--- config.mk ---
export PLATFORM = sky130hd
export DESIGN_NAME = bram_stream_fifo
export DESIGN_NICKNAME = d
export VERILOG_FILES = /design/src/rtl/bram_stream_fifo_pkg.sv /design/src/rtl/bram_stream_skid.sv /design/src/rtl/bram_stream_fifo.sv
export SDC_FILE = /design/constraint.sdc
export NUM_CORES = 1
export LEC_CHECK = 0
export BUFFER_PORTS_ARGS = -buffer_cell sky130_fd_sc_hd__buf_2
export CAP_MARGIN = 10
export CORE_ASPECT_RATIO = 0.6
export CORE_UTILIZATION = 50
export DETAILED_ROUTE_END_ITERATION = 7
export GPL_TIMING_DRIVEN = 0
export MAX_ROUTING_LAYER = met4
export PLACE_DENSITY = 0.81
export SLEW_MARGIN = 20
export SYNTH_ARGS = -nofsm -noshare
export SYNTH_HDL_FRONTEND = slang
export SYNTH_SLANG_ARGS = --single-unit
--- constraint.sdc ---
create_clock -name clk -period 18.5 [get_ports clk]
set_input_delay 0.925 -clock clk [delete_from_list [all_inputs] [get_ports clk]]
set_output_delay 0.925 -clock clk [all_outputs]
set_load 0.03 [all_outputs]
--- src/rtl/bram_stream_fifo_pkg.sv ---
// bram_stream_fifo_pkg: shared constants for the BRAM-backed stream FIFO.
package bram_stream_fifo_pkg;
  localparam int SKID_DEPTH = 2;
  function automatic int count_width(input int addr_width);
    return addr_width + 2;
  endfunction
endpackage

--- src/rtl/bram_stream_skid.sv ---
// bram_stream_skid: 2-entry capture/pop buffer, head registered at entry 0.
module bram_stream_skid
  import bram_stream_fifo_pkg::*;
#(
  parameter int WIDTH = 64
) (
  input  logic             clk,
  input  logic             rst,
  input  logic             wr,
  input  logic [WIDTH-1:0] wr_data,
  input  logic             rd,
  output logic [WIDTH-1:0] data,
  output logic [1:0]       occ
);
  logic [WIDTH-1:0] e1;
  logic [1:0] tail;
  assign tail = occ - {1'b0, rd};
  // Entries are not reset: the head must hold its last value while empty.
  always_ff @(posedge clk) begin
    if (rst) occ <= '0;
    else occ <= occ + {1'b0, wr} - {1'b0, rd};
    if (!rst && rd && occ == 2'(SKID_DEPTH)) data <= e1;
    else if (!rst && wr && tail == 2'd0) data <= wr_data;
    if (!rst && wr && tail == 2'd1) e1 <= wr_data;
  end
endmodule

--- src/rtl/bram_stream_fifo.sv ---
// bram_stream_fifo: valid/ready FIFO controller driving an external simple-dual-port BRAM.
module bram_stream_fifo
  import bram_stream_fifo_pkg::*;
#(
  parameter int WIDTH      = 64,
  parameter int DEPTH      = 512,
  parameter int ADDR_WIDTH = 9
) (
  input  logic                                clk,
  input  logic                                rst,
  input  logic [WIDTH-1:0]                    in_data,
  input  logic                                in_valid,
  output logic                                in_ready,
  output logic [WIDTH-1:0]                    out_data,
  output logic                                out_valid,
  input  logic                                out_ready,
  output logic                                ram_wr_en,
  output logic [ADDR_WIDTH-1:0]               ram_wr_addr,
  output logic [WIDTH-1:0]                    ram_wr_data,
  output logic [ADDR_WIDTH-1:0]               ram_rd_addr,
  input  logic [WIDTH-1:0]                    ram_rd_data,
  output logic [count_width(ADDR_WIDTH)-1:0]  count
);
  localparam int CW = count_width(ADDR_WIDTH);
  localparam int NW = ADDR_WIDTH + 1;
  logic [ADDR_WIDTH-1:0] wr_ptr, rd_ptr;
  logic [NW-1:0] ram_cnt;
  logic rd_inflight, push, pop, issue;
  logic [1:0] skid_occ;
  assign in_ready    = ram_cnt != NW'(DEPTH);
  assign push        = in_valid & in_ready;
  assign pop         = out_valid & out_ready;
  assign ram_wr_en   = push;
  assign ram_wr_addr = wr_ptr;
  assign ram_wr_data = in_data;
  assign ram_rd_addr = rd_ptr;
  // Slots the skid will need next cycle must stay below its depth.
  assign issue = (ram_cnt != '0) &&
                 (3'(skid_occ) + 3'(rd_inflight) < 3'(SKID_DEPTH) + 3'(pop));
  assign out_valid = skid_occ != 2'd0;
  assign count = CW'(ram_cnt) + CW'(rd_inflight) + CW'(skid_occ);
  always_ff @(posedge clk) begin
    if (rst) begin
      wr_ptr      <= '0;
      rd_ptr      <= '0;
      ram_cnt     <= '0;
      rd_inflight <= 1'b0;
    end else begin
      wr_ptr      <= wr_ptr + ADDR_WIDTH'(push);
      rd_ptr      <= rd_ptr + ADDR_WIDTH'(issue);
      ram_cnt     <= ram_cnt + NW'(push) - NW'(issue);
      rd_inflight <= issue;
    end
  end
  bram_stream_skid #(.WIDTH(WIDTH)) skid (
    .clk(clk),
    .rst(rst),
    .wr(rd_inflight),
    .wr_data(ram_rd_data),
    .rd(pop),
    .data(out_data),
    .occ(skid_occ)
  );
endmodule
==> results.json <==
{
  "die_area_mm2": 0.0147,
  "synth_area_mm2": 0.00710,
  "multi_input_area_mm2": 0.00201,
  "drt_pass1_iterations": 4,
  "die_y_um": 94.3,
  "post_cts_buffers": 0,
  "synth_edf_count": 128,
  "num_vias": 4619,
  "worstPathCellList": "inv_1 -> ha_1 -> nor3b_1 -> nand4_1 -> nand3b_1 -> nand2b_1 -> nand2_1 -> ha_1 -> fa_1 -> a21o_1 -> a211oi_2 -> a221oi_2 -> or4b_1 -> nand2_1",
  "cts_tree": "built",
  "status": "completed",
  "drt_iter0_markers": 179,
  "finalCriticalPeriod_ps": 3740,
  "wl_per_cell_um": 15.6,
  "critPathTopFamily": "simple AND/OR/NAND/NOR gates",
  "synth_area_leader_cell": "edfxtp_1",
  "n_antenna_cell": 0,
  "rsz0062_at_grt": "no",
  "routed_via_density": 4.87,
  "worstSetupEndpointType": "flip-flop",
  "final_nets": 907,
  "cap_violations": 0,
  "start_util": 0.516,
  "slowest_delay_ps": 510,
  "syn_to_final_growth_pct": 29.6,
  "synthesis.nets": 650,
  "min_period_over_period": 0.202,
  "remaining_drc_errors": 0,
  "yosysMostFrequentCell": "edfxtp_1",
  "grt_pass1_vias": 4489,
  "htreeDepth": 4,
  "dp_slack_ps": 14790,
  "std_cell_rows": 33,
  "grt_max_degree": 42,
  "cp-start-kind": "flip-flop",
  "cts-root-buf": "clkbuf_16",
  "critPathKind": "reg2reg",
  "required_ps": 18850,
  "ys_seq_elements": 159,
  "finalSetupViolations": 0,
  "synth.top_cell.area_share": 0.541,
  "cp.arrival_ps": 4100,
  "yosysSeqAreaShare": 0.629,
  "final_antenna_net_count": 0,
  "tightest_slew_ps": 778,
  "fin_ws_ps": 14760,
  "yosys-top-cells-count": "edfxtp_1 (128), buf_4 (65), mux2_1 (65)",
  "cts.reportedPaths.clkPinSlew_ps": 70,
  "syn_inst": 486,
  "synthArstFlopShare": 0,
  "post_cts_resized": 0,
  "slew_headroom": 0.477,
  "dp_cells": 916,
  "fin_tns_setup_ps": 0,
  "fillers": 1029,
  "stdcell_count": 948,
  "vdd_ir_drop_max_mv": 0.0565,
  "yosys_warnings": 0,
  "grt_util_all_layers": 0.208,
  "cts_made_buffers": 17,
  "place_area_mm2": 0.00858,
  "worstHoldPathType": "reg2reg",
  "design_area_mm2": 0.00920,
  "layout-drive-gt1-share": 0.460,
  "grt_overflow_total": 0,
  "cp_num_buf_inv": 1,
  "hold_slack_ps": 523,
  "hpwl_um": 11300,
  "synth_ff_type": "edfxtp_1",
  "fmax_mhz": 267,
  "gp_congestion": 0.769,
  "insertion_delay_ps": 410,
  "fin_skew_ps": 11.2,
  "slowest_stage": "or4b_1",
  "syn_avg_cell_area_um2": 14.6,
  "fp.coreArea_mm2": 0.0137,
  "synth.distinct_cells": 42,
  "grt_pass1_wl_um": 22500,
  "pwr_density_cell_mw_per_mm2": 144,
  "seq_area_mm2": 0.00446,
  "leakage_nw": 3.97,
  "drt_wl_total_um": 14800,
  "cts_max_path_buffers": 2,
  "antenna_found_initial": 0,
  "die_w_um": 156,
  "power.total_mw": 1.32,
  "numPortBuffers": 226,
  "utilization": 0.669,
  "cts.sinks": 159,
  "synth_area_leaders": "edfxtp_1 (54%), mux2_1 (10%), dfxtp_1 (8.7%)",
  "hold_violations": 0,
  "cp_max_fo": 6,
  "io_pins": 292,
  "hold_buffers": 0,
  "drv_slew": 0
}
## report_power, final
group | internal (mW) | leakage, nW | switching [mW] | total, mW
Clock | 0.207 | 0.306 | 0.156 | 0.364
Sequential | 0.468 | 1.42 | 0.0313 | 0.499
Combinational | 0.166 | 2.24 | 0.294 | 0.460
## flip-flops by register name, indices dropped and copies added, names as in the netlist
signal,flops
ram_cnt,10
ram_rd_addr,9
ram_wr_addr,9
rd_inflight,1
skid.data,64
skid.e1,64
skid.occ,2
## tightest hold or removal path, stage by stage, from the launching register on
cell and delay [ps]:
dfxtp_1 340, o21ai_1 80, a21oi_1 60
## path summary, 6_finish.rpt
| kind | from | endpoint | slack (ps) | cells past startpoint |
|---|---|---|---|---|
| min reg2reg | ram_wr_addr[7] | ram_wr_addr[7] | 520 | 2 |
| min | ram_wr_addr[7] | ram_wr_addr[7] | 520 | 2 |
| max reg2reg | ram_cnt[2] | ram_cnt[8] | 14760 | 14 |
| max | ram_cnt[2] | ram_cnt[8] | 14760 | 14 |
## cell usage in the layout (no fill, tap or decap), drive strengths merged, types with 11 or more instances in the layout
| cell type | n |
|---|---|
| buf | 309 |
| edfxtp | 128 |
| mux2 | 65 |
| dfxtp | 31 |
| inv | 30 |
| ha | 29 |
| nor2 | 25 |
| clkbuf | 21 |
| xnor2 | 16 |
| nand2 | 12 |
| xor2 | 11 |
## layout make-up
cell class | count | share of cell area
inverters | 21 | 0.00857
clock buffers | 17 | 0.0462
multi-input cells | 231 | 0.218
plain buffers | 75 | 0.0613
repair buffers | 238 | 0.133
clock inverters | 15 | 0.0212
well taps | 192 | 0.0261
flip-flops and latches | 159 | 0.485
## logic make-up after synthesis
kind of cell / count (synthesis) / share of synthesized area
flip-flops: 159 / 0.629
buffers and inverters: 96 / 0.0906
AND/OR/NAND/NOR: 81 / 0.0601
multiplexers: 65 / 0.103
adder cells (fa/ha/maj): 32 / 0.0596
XOR/XNOR: 27 / 0.0333
AO/OA/AOI/OAI: 26 / 0.0247
## routing by layer
metal | global-route usage | wire length, um | up-vias
li1 | - | - | 2195
met1 | 0.254 | 6350 | 2242
met2 | 0.348 | 7390 | 167
met3 | 0.0429 | 865 | 15
met4 | 0.0703 | 195 | 0
met5 | - | 0 | -
(Power assumes the default switching activity.)
